$ cat src/rtl/control_sequencer.sv
// control_sequencer: SAP-style fetch/decode/execute controller.
// Produces the per-cycle control word for PC, MAR, RAM, IR, accumulator,
// B register, add/subtract ALU and output register. The ALU result is
// registered, so ALU_WAIT wait states sit between the B load and ALU_OE.
module control_sequencer #(
  parameter int unsigned OPW      = 4,
  parameter int unsigned ALU_WAIT = 1
) (
  input  logic           CLK,
  input  logic           RST,
  input  logic [OPW-1:0] OPCODE,
  output logic           PC_INC,
  output logic           PC_OE,
  output logic           MAR_LD,
  output logic           RAM_OE,
  output logic           IR_LD,
  output logic           IR_OE,
  output logic           ACC_LD,
  output logic           ACC_OE,
  output logic           BREG_LD,
  output logic           SUB,
  output logic           ALU_OE,
  output logic           OUT_LD,
  output logic           HALT,
  output logic           INSTR_DONE
);

  localparam int unsigned WCW = 2;

  localparam logic [OPW-1:0] OP_LDA = OPW'(4'b0000);
  localparam logic [OPW-1:0] OP_ADD = OPW'(4'b0001);
  localparam logic [OPW-1:0] OP_SUB = OPW'(4'b0010);
  localparam logic [OPW-1:0] OP_OUT = OPW'(4'b1110);
  localparam logic [OPW-1:0] OP_HLT = OPW'(4'b1111);

  // Last value of the wait counter before leaving E3 (E3 unused when ALU_WAIT is 0).
  localparam logic [WCW-1:0] WAIT_LAST = (ALU_WAIT == 0) ? '0 : WCW'(ALU_WAIT - 1);
  localparam bit             HAS_WAIT  = (ALU_WAIT != 0);

  typedef enum logic [2:0] {
    S_F1,
    S_F2,
    S_F3,
    S_E1,
    S_E2,
    S_E3,
    S_E4,
    S_HALTED
  } state_e;

  state_e         state_q, state_d;
  logic [OPW-1:0] op_q, op_d;
  logic [WCW-1:0] wait_cnt_q, wait_cnt_d;

  // In E1 the IR is freshly loaded and op_q is stale, so decode OPCODE directly.
  logic [OPW-1:0] dec_op_c;
  logic           is_lda_c;
  logic           is_alu_c;
  logic           is_mem_c;
  logic           is_out_c;
  logic           is_hlt_c;
  logic           op_is_sub_c;

  assign dec_op_c    = (state_q == S_E1) ? OPCODE : op_q;
  assign is_lda_c    = (dec_op_c == OP_LDA);
  assign is_alu_c    = (dec_op_c == OP_ADD) || (dec_op_c == OP_SUB);
  assign is_mem_c    = is_lda_c || is_alu_c;
  assign is_out_c    = (dec_op_c == OP_OUT);
  assign is_hlt_c    = (dec_op_c == OP_HLT);
  assign op_is_sub_c = (op_q == OP_SUB);

  // State register with synchronous reset back to fetch.
  always_ff @(posedge CLK) begin
    if (RST) begin
      state_q    <= S_F1;
      op_q       <= '0;
      wait_cnt_q <= '0;
    end else begin
      state_q    <= state_d;
      op_q       <= op_d;
      wait_cnt_q <= wait_cnt_d;
    end
  end

  // Next-state logic: fetch ring, opcode capture in E1, ALU wait counting in E3.
  always_comb begin
    state_d    = state_q;
    op_d       = op_q;
    wait_cnt_d = wait_cnt_q;
    unique case (state_q)
      S_F1: state_d = S_F2;
      S_F2: state_d = S_F3;
      S_F3: state_d = S_E1;
      S_E1: begin
        op_d = OPCODE;
        if (is_mem_c) begin
          state_d = S_E2;
        end else if (is_hlt_c) begin
          state_d = S_HALTED;
        end else begin
          state_d = S_F1;
        end
      end
      S_E2: begin
        if (is_alu_c) begin
          state_d = HAS_WAIT ? S_E3 : S_E4;
        end else begin
          state_d = S_F1;
        end
      end
      S_E3: begin
        if (wait_cnt_q == WAIT_LAST) begin
          wait_cnt_d = '0;
          state_d    = S_E4;
        end else begin
          wait_cnt_d = wait_cnt_q + WCW'(1);
        end
      end
      S_E4:     state_d = S_F1;
      S_HALTED: state_d = S_HALTED;
      default:  state_d = S_F1;
    endcase
  end

  // Control word decode from registered state, op_q and (in E1 only) OPCODE.
  always_comb begin
    PC_INC     = 1'b0;
    PC_OE      = 1'b0;
    MAR_LD     = 1'b0;
    RAM_OE     = 1'b0;
    IR_LD      = 1'b0;
    IR_OE      = 1'b0;
    ACC_LD     = 1'b0;
    ACC_OE     = 1'b0;
    BREG_LD    = 1'b0;
    SUB        = 1'b0;
    ALU_OE     = 1'b0;
    OUT_LD     = 1'b0;
    HALT       = 1'b0;
    INSTR_DONE = 1'b0;
    unique case (state_q)
      S_F1: begin
        PC_OE  = 1'b1;
        MAR_LD = 1'b1;
      end
      S_F2: PC_INC = 1'b1;
      S_F3: begin
        RAM_OE = 1'b1;
        IR_LD  = 1'b1;
      end
      S_E1: begin
        if (is_mem_c) begin
          IR_OE  = 1'b1;
          MAR_LD = 1'b1;
        end else if (is_out_c) begin
          ACC_OE     = 1'b1;
          OUT_LD     = 1'b1;
          INSTR_DONE = 1'b1;
        end else if (!is_hlt_c) begin
          INSTR_DONE = 1'b1;
        end
      end
      S_E2: begin
        RAM_OE = 1'b1;
        SUB    = op_is_sub_c;
        if (is_lda_c) begin
          ACC_LD     = 1'b1;
          INSTR_DONE = 1'b1;
        end else begin
          BREG_LD = 1'b1;
        end
      end
      // SUB held through the wait so the registered ALU result sees the new B.
      S_E3: SUB = op_is_sub_c;
      S_E4: begin
        SUB        = op_is_sub_c;
        ALU_OE     = 1'b1;
        ACC_LD     = 1'b1;
        INSTR_DONE = 1'b1;
      end
      S_HALTED: HALT = 1'b1;
      default: begin
        PC_OE  = 1'b0;
        MAR_LD = 1'b0;
      end
    endcase
  end

  // At most one bus driver enabled in any cycle.
  always @(posedge CLK) begin
    if (!RST) begin
      assert ($onehot0({PC_OE, RAM_OE, IR_OE, ACC_OE, ALU_OE}));
    end
  end

endmodule

$ cat config.mk
export PLATFORM = sky130hd
export DESIGN_NAME = control_sequencer
export DESIGN_NICKNAME = d
export VERILOG_FILES = /design/src/rtl/control_sequencer.sv
export SDC_FILE = /design/constraint.sdc
export NUM_CORES = 1
export LEC_CHECK = 0
export CORE_MARGIN = 4
export CORE_UTILIZATION = 25
export CTS_CLUSTER_SIZE = 20
export DETAILED_ROUTE_END_ITERATION = 7
export PLACE_DENSITY_LB_ADDON = 0.25
export SYNTH_ARGS = -nofsm -noshare
export SYNTH_HDL_FRONTEND = slang
export SYNTH_SLANG_ARGS = --single-unit
$ cat constraint.sdc
create_clock -name CLK -period 1.6 [get_ports CLK]
set_input_delay 0.32 -clock CLK [delete_from_list [all_inputs] [get_ports CLK]]
set_output_delay 0.32 -clock CLK [all_outputs]
set_load 0.01 [all_outputs]
Word level (Yosys, flattened, before mapping)
Cells that the tools add are included.
- muxes and demuxes: 28
- $add $sub $neg: 1
- equal/unequal tests: 13
- reductions and logical operators: 7
- operators with widths (operator ; count):
    $pmux 3 s8 ; 1
    $mux 1 ; 18
    $eq 3x3->1 const B ; 4
    $mux 3 ; 4
    $eq 4x2->1 const B ; 2
    $eq 4x4->1 const B ; 2
    $eq 3x2->1 const B ; 2
    $eq 4x1->1 const B ; 1
    $logic_not 4->1 ; 1
    $mux 4 ; 1
    $pmux 1 s2 ; 2
    $eq 3x1->1 const B ; 1
    $logic_not 3->1 ; 1
    $pmux 1 s3 ; 1
    $reduce_or 3->1 ; 1
    $add 2x1->2 const B ; 1
    $logic_not 2->1 ; 1
    $logic_or 1x1->1 ; 2
    $mux 2 ; 1
    $ne 2x2->1 const B ; 1
    $reduce_or 2->1 ; 1
- output and inout bits: 14
- logic and storage cells: 52
- input bits: 6
- register bits after elaboration: 9

Longest topological paths before layout
- depth in word-level cells: 7
- gate-level depth with buffers: 5
- gate-level depth less buffers: 5

Worst setup path before layout
Ideal clock, no wire load.
- kind: register -> output
- start point: register state_q[1]
- end point: output port OUT_LD
- arrival: 1162 ps
- data required time: 1280 ps
- slack: 118 ps
- buffers on the path: 1
- stages on the path, launching flop included: 4
- cells stage by stage: dfxtp_1 nand3b_1 nor3_1 buf_4
- cells in the longest elaborated chain, start to end: 7
- elaborated cells between the ends (all ways): 11
- classes of those cells: eq/ne (4); mux (4); reduce/logical (3)
- RTL lines (what ; line ; source):
    start, declared ; 51 ; state_e state_q, state_d;
    start signal, assigned ; 79 ; state_q <= state_d;
    $eq 3x2->1 (*) ; n/a ;
    $mux 4 ; n/a ;
    $eq 4x1->1 or $eq 4x2->1 (tied branches) ; 66 ; assign is_alu_c = (dec_op_c == OP_ADD) || (dec_op_c == OP_SUB);
    $logic_or 1x1->1 ; 66 ;
    $logic_or 1x1->1 ; 67 ; assign is_mem_c = is_lda_c || is_alu_c;
    $mux 1 ; n/a ;
    $mux 1 (*) ; n/a ;
    end, declared ; 23 ; output logic OUT_LD,
Every way passes the cells marked *; elsewhere a longest branch is shown, timed or not.

Final worst setup path
- start point: register op_q[3]
- end point: output port INSTR_DONE
- cells in the longest elaborated chain, start to end: 6
- elaborated cells between the ends (all ways): 13
- classes of those cells: eq/ne (4); mux (6); reduce/logical (3)
- RTL lines (what ; line ; source):
    start, declared ; 52 ; logic [OPW-1:0] op_q, op_d;
    start signal, assigned ; 80 ; op_q <= op_d;
    $mux 4 (*) ; n/a ;
    $eq 4x4->1, or another cell as far along ; 69 ; assign is_hlt_c = (dec_op_c == OP_HLT);
    $mux 1 or $logic_or 1x1->1 (tied branches) ; 159, 66 ;
    $mux 1 or $logic_or 1x1->1 (tied branches) ; 155, 67 ;
    $mux 1 ; 152 ; if (is_mem_c) begin
    $pmux 1 s3 (*) ; 141 ; unique case (state_q)
    end, declared ; 25 ; output logic INSTR_DONE
Marked as above.

==> metrics.md <==
| Metric | Value |
|---|---|
| Status | finished with violations |
| Failing checks | setup timing |
| Max-cap violation count | 0 |
| RSZ-0062 raised after global routing | true |
| Worst-Skew Late Latency | 0.26 ns |
| DR vias/cell | 4.62 |
| Yosys reg bits | 9 |
| Netlist Area Pre-Place | 566 sq um |
| Final Hold Fails | 0 |
| Gr usage total | 12.0% |
| I/O pins | 20 |
| # port buffers | 19 |
| Yosys cell types | 29 |
| Top FF cell, synth | dfxtp_1 |
| Total die area | 0.00309 sq mm |
| ANT nets after route | 0 |
| Fill count | 205 |
| Flop2flop setup slack | 0.21 ns |
| Area delta synth->final | 81.6% |
| EDFF count, synth | 0 |
| Worst reg2reg endpoint | op_q[2] |
| Largest net degree at the start of global routing | 9 |
| Placed Area | 951 sq um |
| WP data arrival | 1.43 ns |
| Deepest clock path buffer count | 2 |
| DRT Pass-1 Iters | 4 |
| Clock network fraction of total power | 27.9% |
| DRC | 0 |
| Cell count after placement | 142 |
| Critical Path Source Type | flip-flop |
| Setup-failing EPs final | 3 |
| Hpwl dp | 1330 um |
| CTS tree | built |
| Sw Ratio | 27.9% |
| Area of the core | 0.00206 sq mm |
| Total power | 0.615 mW |
| Worst Tran Pin Value | 0.268 ns |
| Post-synthesis sequential area ratio | 31.9% |
| Core Rows | 16 |
| Reg2reg path depth | 6 |
| CP startpoint | op_q[3] |
| Ys async rst share | 0% |
| Design Area, Final | 0.00103 sq mm |
| Syn avg cell area | 7.44 sq um |
| Leak Pwr | 0.461 nW |
| Worst r2r src | state_q[1] |
| Share of the synthesized area in the top cell type | 31.9% |
| Initial DRC Count | 16 |
| WL final | 1750 um |
| Critical path buffer and inverter count | 2 |
| Reg area | 185 sq um |
| CTS Buf Count | 3 |
| Synth area leaders | dfxtp_1, nand2_1, a21oi_1 |
| Initial antenna violation count | 0 |
| Multi-input combinational cell area | 404 sq um |
| First-pass GRT wire length | 3000 um |
| Gate power share | 32.2% |
| Worst path depth | 5 |
| Critical path required time | 1.28 ns |
| Gp weighted congestion | 0.779 |
| Final WS setup | -0.145 ns |
| Root buffer cell | clkbuf_4 |
| Worst setup EP type | primary output |
| Min Tclk post-route | 1.75 ns |
| Sequential Power Share | 39.9% |
| Max Freq | 573 MHz |
| Largest area contributor in the netlist | dfxtp_1 |
| Crit-path cells | nor4_4 -> o21a_1 -> buf_4 -> o21bai_1 -> buf_2 |
| Hold Path End | wait_cnt_q[0] |
| Fin crit share | 109% |
| GRT Residual Overflow | 0 |
| Min-Delay Path Class | flip-flop to flip-flop |
| Worst path slowest cell | dfxtp_2 |
| CTS Sinks | 9 |
| WHS | 0.477 ns |
| Number of global-route vias before repair | 686 |
| Mapped Cells | 76 |
| Clock Pin Slew Worst Setup and Hold Paths | 0.05 ns |
| Place WS | -0.536 ns |
| Max_slew headroom | 82.1% |
| Syn nets | 84 |
| Die height | 55.6 um |
| Layout cells sized above 1 | 50.8% |
| Post-Layout Cell Count | 151 |
| Psw | 0.172 mW |
| Critical path class | flip-flop to primary output |
| Hold Startpoint | wait_cnt_q[0] |
| Initial Util | 27.4% |
| Post-DR wirelength/cell | 11.6 um |
| Commonest non-fill, non-tap cells in the layout | buf_4, nand2_1, buf_2 |
| WHS Path Cells | 2 |
| Ys Warns | 0 |
| Pwr Density | 599 mW/mm^2 |
| H-tree levels | 1 |
| Via count | 697 |
| Fin nets | 133 |
| Max incr delay on CP | 0.33 ns |
| Commonest non-fill, non-tap cell in the layout | buf_4 |
| Worst-path maximum fanout | 2 |
| Final setup skew | 0.00667 ns |
| Crit path max-delay family | flip-flops |
| N_diodes | 0 |
| Die X | 55.6 um |
| VDD IR max | 410 uV |
| Max-slew violations | 0 |
| Int Power | 0.444 mW |
==> layout make-up <==
| cell class | count | share of cell area, % |
|---|---|---|
| Clock buffer | 4 | 2.56 |
| Tap cell | 27 | 3.29 |
| Inverter | 3 | 1.10 |
| Multi-Input combinational cell | 59 | 39.3 |
| Sequential cell | 9 | 18.0 |
| Timing Repair Buffer | 49 | 35.7 |
==> Yosys cell counts (2+ instances only) <==
cell type,n
nand2_1,15
dfxtp_1,9
a21oi_1,7
nor2_1,5
o21ai_0,4
buf_2,3
nor3_1,3
ha_1,2
inv_1,2
nand3_1,2
nand4_1,2
nor3b_1,2
nor4_1,2
o21bai_1,2
xnor2_1,2
==> power groups by stage <==
stage	Combinational (mW)	Sequential [mW]	Clock, mW
3_3_place_gp	0.176	0.246	0
3_5_place_dp	0.178	0.246	0
2_1_floorplan	0.0701	0.245	0
6_report	0.198	0.246	0.172
4_1_cts	0.189	0.245	0.178
5_1_grt	0.214	0.247	0.194
==> how the worst max path moves through the flow <==
stage                  to  slack [ns]
2_1_floorplan      OUT_LD        0.12
3_3_place_gp       MAR_LD       -0.52
3_5_place_dp       MAR_LD       -0.54
4_1_cts        INSTR_DONE       -0.15
5_1_grt        INSTR_DONE       -0.22
6_report       INSTR_DONE       -0.15
==> routing by layer <==
layer  track usage [%]  vias to the layer above  part of all wire (%)
li1                  -                      361                     -
met1              14.1                      317                    43
met2              20.3                       17                    51
met3              5.13                        2                   5.3
met4              2.43                        0                  0.51
met5                 0                        -                     0
==> metrics by stage <==
step | setup TNS (ns) | util, %
floorplan | 0 | -
global placement | -3.12 | 46.1
detailed placement | -3.38 | 46.1
CTS | -0.264 | 49.3
global route | -0.516 | 49.8
finish | -0.157 | 49.8
==> kinds of logic (layout without fill, tap and decap cells) <==
kind of cell             after synthesis  after routing  share of synthesized area [%]
AND/OR/NAND/NOR                       36             36                           33.0
AO/OA/AOI/OAI                         18             18                           19.2
flip-flops                             9              9                           31.9
buffers and inverters                  8             56                           6.64
adder cells (fa/ha/maj)                2              2                           4.42
XOR/XNOR                               2              2                           3.10
multiplexers                           1              1                           1.77
==> worst register-to-register path: cells and delay by family (launching register included) <==
kind	cells	cell delay, ns
simple gates	2	0.39
buf+inv	3	0.36
compound gates	1	0.17
flops	1	0.40
==> flip-flops by register name, summed over array words and instances, names as in the netlist <==
signal	flops
op_q	4
wait_cnt_q	2
state_q	3
==> repair_timing <==
item	in CTS	in global routing
gates resized for setup	68	12
hold buffers	0	0
hold endpoints to repair	0	0
endpoints found under the setup margin	14	12
setup buffers	7	0
cloned	0	0
pin swaps	7	4
(Power assumes the default switching activity.)
